$ cat src/rtl/fetch_pkg.sv
// Shared types and defaults for the fetch PC controller slice.
// Holds the fetch FSM states, redirect sources and the redirect overwrite rule.
package fetch_pkg;

   localparam logic [31:0] RESET_PC_DEF = 32'hBFC0_0000;
   localparam logic [31:0] EXC_VEC_DEF  = 32'hBFC0_0380;

   typedef enum logic [1:0] {
      IDLE,
      ADDR,
      DATA,
      HOLD
   } fetch_state_e;

   typedef enum logic [1:0] {
      NONE,
      BR,
      ERET,
      EX
   } redir_src_e;

   typedef struct packed {
      redir_src_e  src;
      logic [31:0] target;
   } redirect_t;

   // ex/eret always win; a branch may only displace nothing or an older branch
   function automatic logic redir_overrides(input redir_src_e incoming, input redir_src_e held);
      return (incoming == EX) || (incoming == ERET) ||
             ((incoming == BR) && ((held == NONE) || (held == BR)));
   endfunction

endpackage

$ cat src/rtl/fetch_pc_ctrl_if.sv
// SRAM-like instruction fetch port: req/addr handshake followed by a data return.
interface fetch_pc_ctrl_if;

   logic        inst_req;
   logic [31:0] inst_addr;
   logic        inst_addr_ok;
   logic        inst_data_ok;
   logic [31:0] inst_rdata;

   modport master (
      output inst_req,
      output inst_addr,
      input  inst_addr_ok,
      input  inst_data_ok,
      input  inst_rdata
   );

   modport slave (
      input  inst_req,
      input  inst_addr,
      output inst_addr_ok,
      output inst_data_ok,
      output inst_rdata
   );

endinterface

$ cat src/rtl/redirect_arb.sv
// Redirect priority select (ex > eret > br) and the pending-redirect register.
// eff_* is the redirect that would stand after merging this cycle's request into the pending one.
module redirect_arb
   import fetch_pkg::*;
#(
   parameter logic [31:0] EXC_VEC = EXC_VEC_DEF
) (
   input  logic        clk,
   input  logic        rst,
   input  logic        br_valid,
   input  logic [31:0] br_target,
   input  logic        ex_valid,
   input  logic        eret_valid,
   input  logic [31:0] epc,
   input  logic        rec_redir,
   input  logic        clr_redir,
   output logic        redir_now,
   output logic [31:0] eff_target
);

   redirect_t cur;
   redirect_t eff;
   redirect_t pend_q;

   always_comb begin
      cur = '{src: NONE, target: '0};
      if (ex_valid) begin
         cur = '{src: EX, target: EXC_VEC};
      end else if (eret_valid) begin
         cur = '{src: ERET, target: epc + 32'd4};
      end else if (br_valid) begin
         cur = '{src: BR, target: br_target};
      end
   end

   always_comb begin
      eff = pend_q;
      if (redir_overrides(cur.src, pend_q.src)) begin
         eff = cur;
      end
   end

   always_ff @(posedge clk) begin
      if (rst) begin
         pend_q <= '{src: NONE, target: '0};
      end else if (rec_redir) begin
         pend_q <= eff;
      end else if (clr_redir) begin
         pend_q <= '{src: NONE, target: '0};
      end
   end

   assign redir_now  = (cur.src != NONE);
   assign eff_target = eff.target;

endmodule

$ cat src/rtl/fetch_pc_ctrl.sv
// Fetch PC owner and instruction-port sequencer with redirect/cancel and stall hold.
// Optional FETCH_PERF_CNT_EN adds saturating redirect/discard counters.
module fetch_pc_ctrl
   import fetch_pkg::*;
#(
   parameter logic [31:0] RESET_PC = RESET_PC_DEF,
   parameter logic [31:0] EXC_VEC  = EXC_VEC_DEF
) (
   input  logic                   clk,
   input  logic                   rst,
   input  logic                   pc_wr,
   input  logic                   br_valid,
   input  logic [31:0]            br_target,
   input  logic                   ex_valid,
   input  logic                   eret_valid,
   input  logic [31:0]            epc,
   fetch_pc_ctrl_if.master        imem,
   output logic                   if_valid,
   output logic [31:0]            if_pc,
   output logic [31:0]            if_inst,
`ifdef FETCH_PERF_CNT_EN
   output logic [31:0]            perf_redirects,
   output logic [31:0]            perf_discards,
`endif
   output logic [31:0]            pc
);

   fetch_state_e state_q, state_d;
   logic [31:0]  pc_q, pc_d;
   logic [31:0]  hold_q;
   logic         cancel_q, cancel_d;
   logic         hold_load;
   logic         rec_redir;
   logic         clr_redir;
   logic         redir_now;
   logic [31:0]  eff_target;

   redirect_arb #(
      .EXC_VEC (EXC_VEC)
   ) u_arb (
      .clk        (clk),
      .rst        (rst),
      .br_valid   (br_valid),
      .br_target  (br_target),
      .ex_valid   (ex_valid),
      .eret_valid (eret_valid),
      .epc        (epc),
      .rec_redir  (rec_redir),
      .clr_redir  (clr_redir),
      .redir_now  (redir_now),
      .eff_target (eff_target)
   );

   // clr_redir marks every cycle in which a redirect target is loaded into pc
   always_comb begin
      state_d        = state_q;
      pc_d           = pc_q;
      cancel_d       = cancel_q;
      hold_load      = 1'b0;
      rec_redir      = 1'b0;
      clr_redir      = 1'b0;
      imem.inst_req  = 1'b0;
      if_valid       = 1'b0;
      if_inst        = hold_q;
      unique case (state_q)
         IDLE: begin
            state_d = ADDR;
            if (redir_now) begin
               pc_d      = eff_target;
               clr_redir = 1'b1;
            end
         end
         ADDR: begin
            imem.inst_req = 1'b1;
            if (redir_now) begin
               rec_redir = 1'b1;
               cancel_d  = 1'b1;
            end
            if (imem.inst_addr_ok) begin
               state_d = DATA;
            end
         end
         DATA: begin
            if (imem.inst_data_ok) begin
               if (cancel_q || redir_now) begin
                  pc_d      = eff_target;
                  clr_redir = 1'b1;
                  cancel_d  = 1'b0;
                  state_d   = ADDR;
               end else begin
                  if_valid = 1'b1;
                  if_inst  = imem.inst_rdata;
                  if (pc_wr) begin
                     pc_d    = pc_q + 32'd4;
                     state_d = ADDR;
                  end else begin
                     hold_load = 1'b1;
                     state_d   = HOLD;
                  end
               end
            end else if (redir_now) begin
               rec_redir = 1'b1;
               cancel_d  = 1'b1;
            end
         end
         HOLD: begin
            if (redir_now) begin
               pc_d      = eff_target;
               clr_redir = 1'b1;
               state_d   = ADDR;
            end else begin
               if_valid = 1'b1;
               if (pc_wr) begin
                  pc_d    = pc_q + 32'd4;
                  state_d = ADDR;
               end
            end
         end
         default: state_d = IDLE;
      endcase
   end

   always_ff @(posedge clk) begin
      if (rst) begin
         state_q  <= IDLE;
         pc_q     <= RESET_PC;
         cancel_q <= 1'b0;
         hold_q   <= '0;
      end else begin
         state_q  <= state_d;
         pc_q     <= pc_d;
         cancel_q <= cancel_d;
         if (hold_load) begin
            hold_q <= imem.inst_rdata;
         end
      end
   end

   assign imem.inst_addr = pc_q;
   assign if_pc          = pc_q;
   assign pc             = pc_q;

`ifdef FETCH_PERF_CNT_EN
   logic discard;
   assign discard = (state_q == DATA) && clr_redir;

   always_ff @(posedge clk) begin
      if (rst) begin
         perf_redirects <= '0;
         perf_discards  <= '0;
      end else begin
         if (clr_redir && (perf_redirects != '1)) begin
            perf_redirects <= perf_redirects + 32'd1;
         end
         if (discard && (perf_discards != '1)) begin
            perf_discards <= perf_discards + 32'd1;
         end
      end
   end
`endif

endmodule

$ cat src/flat_wrapper.sv
// flat-port wrapper written by rule: the top's interface ports become plain ports
module fetch_pc_ctrl_flat import fetch_pkg::*;
#(
   parameter logic [31:0] RESET_PC = RESET_PC_DEF,
   parameter logic [31:0] EXC_VEC  = EXC_VEC_DEF
)
  (clk, rst, pc_wr, br_valid, br_target, ex_valid, eret_valid, epc, if_valid, if_pc, if_inst, pc, imem_inst_req, imem_inst_addr, imem_inst_addr_ok, imem_inst_data_ok, imem_inst_rdata);
  fetch_pc_ctrl_if imem_i ();
  input  logic clk;
  input  logic rst;
  input  logic pc_wr;
  input  logic br_valid;
  input  logic [31:0] br_target;
  input  logic ex_valid;
  input  logic eret_valid;
  input  logic [31:0] epc;
  output logic if_valid;
  output logic [31:0] if_pc;
  output logic [31:0] if_inst;
  output logic [31:0] pc;
  output wire logic [$bits(imem_i.inst_req)-1:0] imem_inst_req;
  output wire logic [$bits(imem_i.inst_addr)-1:0] imem_inst_addr;
  input wire logic [$bits(imem_i.inst_addr_ok)-1:0] imem_inst_addr_ok;
  input wire logic [$bits(imem_i.inst_data_ok)-1:0] imem_inst_data_ok;
  input wire logic [$bits(imem_i.inst_rdata)-1:0] imem_inst_rdata;
  assign imem_inst_req = imem_i.inst_req;
  assign imem_inst_addr = imem_i.inst_addr;
  assign imem_i.inst_addr_ok = imem_inst_addr_ok;
  assign imem_i.inst_data_ok = imem_inst_data_ok;
  assign imem_i.inst_rdata = imem_inst_rdata;
  fetch_pc_ctrl #(.RESET_PC(RESET_PC), .EXC_VEC(EXC_VEC)) u_core (.clk(clk), .rst(rst), .pc_wr(pc_wr), .br_valid(br_valid), .br_target(br_target), .ex_valid(ex_valid), .eret_valid(eret_valid), .epc(epc), .imem(imem_i), .if_valid(if_valid), .if_pc(if_pc), .if_inst(if_inst), .pc(pc));
endmodule
$ cat config.mk
export PLATFORM = sky130hd
export DESIGN_NAME = fetch_pc_ctrl_flat
export DESIGN_NICKNAME = d
export VERILOG_FILES = /design/src/rtl/fetch_pkg.sv /design/src/rtl/fetch_pc_ctrl_if.sv /design/src/rtl/redirect_arb.sv /design/src/rtl/fetch_pc_ctrl.sv /design/src/flat_wrapper.sv
export SDC_FILE = /design/constraint.sdc
export NUM_CORES = 1
export LEC_CHECK = 0
export BUFFER_PORTS_ARGS = -buffer_cell sky130_fd_sc_hd__buf_2
export CAP_MARGIN = 20
export CORE_ASPECT_RATIO = 1.2
export CORE_UTILIZATION = 50
export CTS_BUF_LIST = sky130_fd_sc_hd__clkbuf_16
export CTS_CLUSTER_DIAMETER = 80
export CTS_CLUSTER_SIZE = 12
export DETAILED_ROUTE_END_ITERATION = 7
export PLACE_DENSITY = 0.87
export SETUP_SLACK_MARGIN = 0.02
export SKIP_CTS_REPAIR_TIMING = 1
export SLEW_MARGIN = 20
export SYNTH_ARGS = -nofsm -noshare
export SYNTH_HDL_FRONTEND = slang
export SYNTH_HIERARCHICAL = 1
export SYNTH_SLANG_ARGS = --single-unit
$ cat constraint.sdc
create_clock -name clk -period 4.95 [get_ports clk]
set_input_delay 0.495 -clock clk [delete_from_list [all_inputs] [get_ports clk]]
set_output_delay 0.495 -clock clk [all_outputs]
set_load 0.01 [all_outputs]
==> Implementation_results.wiki <==
{| class="wikitable"
! Metric !! Value
|-
| Status || finished with violations
|-
| Violated checks || design-rule violations
|-
| Largest area contributor in the synthesized netlist || sky130_fd_sc_hd__dfxtp_1
|-
| GRT Residual Overflow || 0
|-
| Ys async rst share || 0%
|-
| Buffers and inverters on the worst path || 3
|-
| Die X || 110 um
|-
| Worst-case headroom to the max-slew limit || 33.3%
|-
| Detailed placement HPWL || 15300 um
|-
| Clk Latency, worst-skew pair || 0.34 ns
|-
| Count of unresolved DRC violations after routing || 1
|-
| Clock sinks || 100
|-
| Synth Register Bits || 100
|-
| Number of max-slew violations in the final report || 0
|-
| Fraction of the mapped netlist area in compound gates || 22.1%
|-
| Final nets || 1161
|-
| Routability cong. || about 0.91
|-
| Worst path cell trace || inv_1, ha_1, nor2b_1, and3_1, buf_4, mux2_2, buf_2
|-
| Peak Freq || 315 MHz
|-
| Vias per inst || 6.16
|-
| Starting utilization of the core area || 51.2%
|-
| Unrepaired setup endpoints after global routing || false
|-
| CP Capture Type || output port
|-
| TritonCTS buffer count || 9
|-
| Post-Route Utilization || 58.4%
|-
| Largest fanout on the critical path || 35
|-
| Overall global routing resource usage || 28.5%
|-
| Die ar. || 14600 um2
|-
| Part of the cycle the worst path needs || 64.1%
|-
| Fraction of synthesized area in multiplexers || 7.43%
|-
| Type of the setup path with the least slack || reg -> out
|-
| Number of warnings reported in the yosys synthesis log || 6
|-
| Routed wire length || 20900 um
|-
| Routed wire per std cell || 17.1 um
|-
| Initial antenna violation count || 1
|-
| Area share of and/or/nand/nor cells after synthesis || about 26%
|-
| Number of routed nets with antenna violations || 0
|-
| Register area || approximately 2000 um2
|-
| Initial drt markers || 670
|-
| Internal power of the cells || 1.44 mW
|-
| Gate count after technology mapping || ~900
|-
| Clock tree from TritonCTS || yes
|-
| Vias || 7562
|-
| Setup crit start kind || flop
|-
| Number of levels the H-tree was split into || 3
|-
| Maximum clock skew at final layout || between 0.007 and 0.008 ns
|-
| Worst slack at placement || 1.78 ns
|-
| Final standard cell area without fillers || 8030 um2
|-
| Combinational group share of total power || 24.0%
|-
| R2R cell count || 8
|-
| Number of fillers in the final layout || 1250
|-
| VDD IR max || around 0.16 mV
|-
| Primary FF master, synth || sky130_fd_sc_hd__dfxtp_1
|-
| Part of the total power dissipated in sequential elements || 42.7%
|-
| Area growth, synth to finish || 14.1%
|-
| Least-Margin Pin Slew || 0.998 ns
|-
| Logic depth of the worst setup path including buffers || 7
|-
| Number of max-cap violations || 0
|-
| Cell type of the slowest stage on the worst timing path || sky130_fd_sc_hd__nor2b_1
|-
| Wire length of the first global-routing pass || roughly 33000 um
|-
| Dominant cell by count in the synthesized netlist || sky130_fd_sc_hd__nand2_1
|-
| Sequential share of the synthesized area || 28.4%
|-
| Core area || 13800 um2
|-
| Iteration count of the initial detailed-routing pass || 8
|-
| Share of total power in the clock network || 33.3%
|-
| Avg Inst Size Synth || approximately 7.6 um2
|-
| Leakage power summed over all cells || approximately 3.5 nW
|-
| Number of global-route vias before repair || 6860
|-
| Psw || 0.691 mW
|-
| Tmin final || 3.17 ns
|-
| Setup violations, final || 0
|-
| Number of enable flip-flop cells after synthesis || 0
|-
| Die outline height || 132 um
|-
| Adder and majority gate portion of the synthesized area || roughly 1.2%
|-
| Worst stage delay on the critical path || 0.46 ns
|-
| Post-detailed-placement cell area || 7720 um2
|-
| CTS Buffer Depth || 2
|-
| Footprint of the multi-input gates || ~4200 um2
|-
| Proportion of total power due to net switching || 32.4%
|-
| Top cell family by delay on the critical path || simple AND/OR/NAND/NOR gates
|-
| Number of nets in the synthesized netlist || approximately 1.0k
|-
| Number of ports placed on the die boundary || 234
|-
| Least setup slack across all paths after layout || 1.78 ns
|-
| Top cells by count, synth || sky130_fd_sc_hd__nand2_1, sky130_fd_sc_hd__dfxtp_1, sky130_fd_sc_hd__buf_4
|-
| CP Data Required Time || about 4.5 ns
|-
| Synth cell types || 72
|-
| Number of failing hold endpoints at the final stage || 0
|-
| P per Cell Area || 265 nW/um2
|-
| Cell depth of the worst min-delay path || 3
|-
| Clock tree root driver cell || sky130_fd_sc_hd__clkbuf_16
|-
| Clock-pin slew of the registers on the worst-case setup and hold paths || 0.07 ns
|-
| Class of the worst hold path || in -> reg
|-
| Ratio of cells with drive above 1 in the final layout || 29.3%
|-
| Fraction of post-synthesis cell area in the top cell type by area || 28.4%
|-
| Synth top area cells || sky130_fd_sc_hd__dfxtp_1, sky130_fd_sc_hd__nand2_1, sky130_fd_sc_hd__buf_4
|-
| Dominant combinational cell family by area after synthesis || simple AND/OR/NAND/NOR gates
|-
| FP Rows || 47
|-
| Setup TNS Final || 0 ns
|-
| Cell area after synthesis || 7040 um2
|-
| Maximum number of pins on one net before global-route repair || 44
|-
| Arr. time, crit path || around 2.7 ns
|-
| Number of buffer cells added on primary ports || 233
|-
| Fraction of synthesized cell area in xor and xnor cells || 2.99%
|}
layout by cell type (no fill, tap or decap), types with 4 or more instances in the layout:
cell / count
sky130_fd_sc_hd__a32o_1: 8
sky130_fd_sc_hd__and2_1: 7
sky130_fd_sc_hd__nor3_1: 25
sky130_fd_sc_hd__a221oi_1: 10
sky130_fd_sc_hd__xnor2_1: 17
sky130_fd_sc_hd__a211oi_1: 8
sky130_fd_sc_hd__a22oi_1: 28
sky130_fd_sc_hd__xor2_1: 7
sky130_fd_sc_hd__a21o_1: 14
sky130_fd_sc_hd__mux2_2: 34
sky130_fd_sc_hd__dfxtp_1: 100
sky130_fd_sc_hd__nand2b_1: 7
sky130_fd_sc_hd__ha_1: 7
sky130_fd_sc_hd__a22o_1: 8
sky130_fd_sc_hd__nand2_1: 153
sky130_fd_sc_hd__o21ai_1: 4
sky130_fd_sc_hd__nand3_1: 20
sky130_fd_sc_hd__a31oi_1: 9
sky130_fd_sc_hd__or3_1: 5
sky130_fd_sc_hd__inv_1: 20
sky130_fd_sc_hd__buf_2: 233
sky130_fd_sc_hd__buf_4: 7
sky130_fd_sc_hd__o21a_1: 4
sky130_fd_sc_hd__clkbuf_16: 9
sky130_fd_sc_hd__nand4_1: 15
sky130_fd_sc_hd__a21oi_1: 62
sky130_fd_sc_hd__and4_1: 7
sky130_fd_sc_hd__nor2b_1: 5
sky130_fd_sc_hd__and3_1: 19
sky130_fd_sc_hd__nor2_1: 51
sky130_fd_sc_hd__o21ai_0: 54
sky130_fd_sc_hd__nor4_1: 12
sky130_fd_sc_hd__or4_1: 5
sky130_fd_sc_hd__mux2i_1: 14
worst min-delay path, stage by stage:
cell	delay, ns
sky130_fd_sc_hd__buf_2	0.09
sky130_fd_sc_hd__a22oi_1	0.06
sky130_fd_sc_hd__o21ai_0	0.06
logic make-up (layout without fill, tap and decap cells):
logic type	after synthesis	after routing
adders and majority gates	7	7
other	0	1
AOI/OAI and AO/OA	239	239
xor gates and xnor gates	24	24
and+or+nand+nor	359	359
muxes	48	48
buffers and inverters	144	278
DFF	100	100
stage by stage:
stage	cells	hold slack [ns]	total power, mW
after global placement	1208	0.429	1.42
after global routing	1227	0.386	2.24
after detailed placement	1209	0.439	1.43
after CTS	1225	0.380	2.14
final	1227	0.390	2.13
after floorplan	921	0.420	1.28
routing by layer:
layer  global-route usage, %  part of all wire [%]
met5                       0                     0
met4                    19.2                   5.6
met3                    4.30                   8.3
met2                    46.3                    48
met1                    33.9                    38
worst paths after layout:
check | slack, ns | to | startpoint
hold reg to reg | 0.46 | u_core/hold_q[11] | u_core/hold_q[11]
setup / recovery | 1.78 | if_inst[13] | u_core/state_q[0]
setup reg to reg | 2.10 | u_core/hold_q[24] | u_core/state_q[0]
hold / removal | 0.39 | u_core/u_arb/pend_q[20] | br_target[20]
area by class of cell:
cell class / count / area share, %
Tap cell: 171 / 2.66
Clock buffer: 9 / 2.80
Inverter: 20 / 0.935
Clock inverter: 7 / 0.904
Multi-Input combinational cell: 677 / 52.3
Timing Repair Buffer: 242 / 15.5
Sequential cell: 100 / 24.9
Antenna cell: 1 / 0.0312
flip-flops by register name (all words and copies together) (netlist names):
| signal | flops |
|---|---|
| u_core/cancel_q | 1 |
| u_core/hold_q | 32 |
| u_core/if_pc | 32 |
| u_core/state_q | 2 |
| u_core/u_arb/pend_q | 33 |
power by group through the flow:
stage          clock network (mW)  registers [mW]  logic, mW
3_3_place_gp                    0           0.926      0.492
6_report                    0.709           0.911      0.511
5_1_grt                     0.761           0.921      0.555
4_1_cts                     0.726           0.910      0.503
3_5_place_dp                    0           0.928      0.500
2_1_floorplan                   0           0.922      0.363
(Power assumes the default switching activity.)
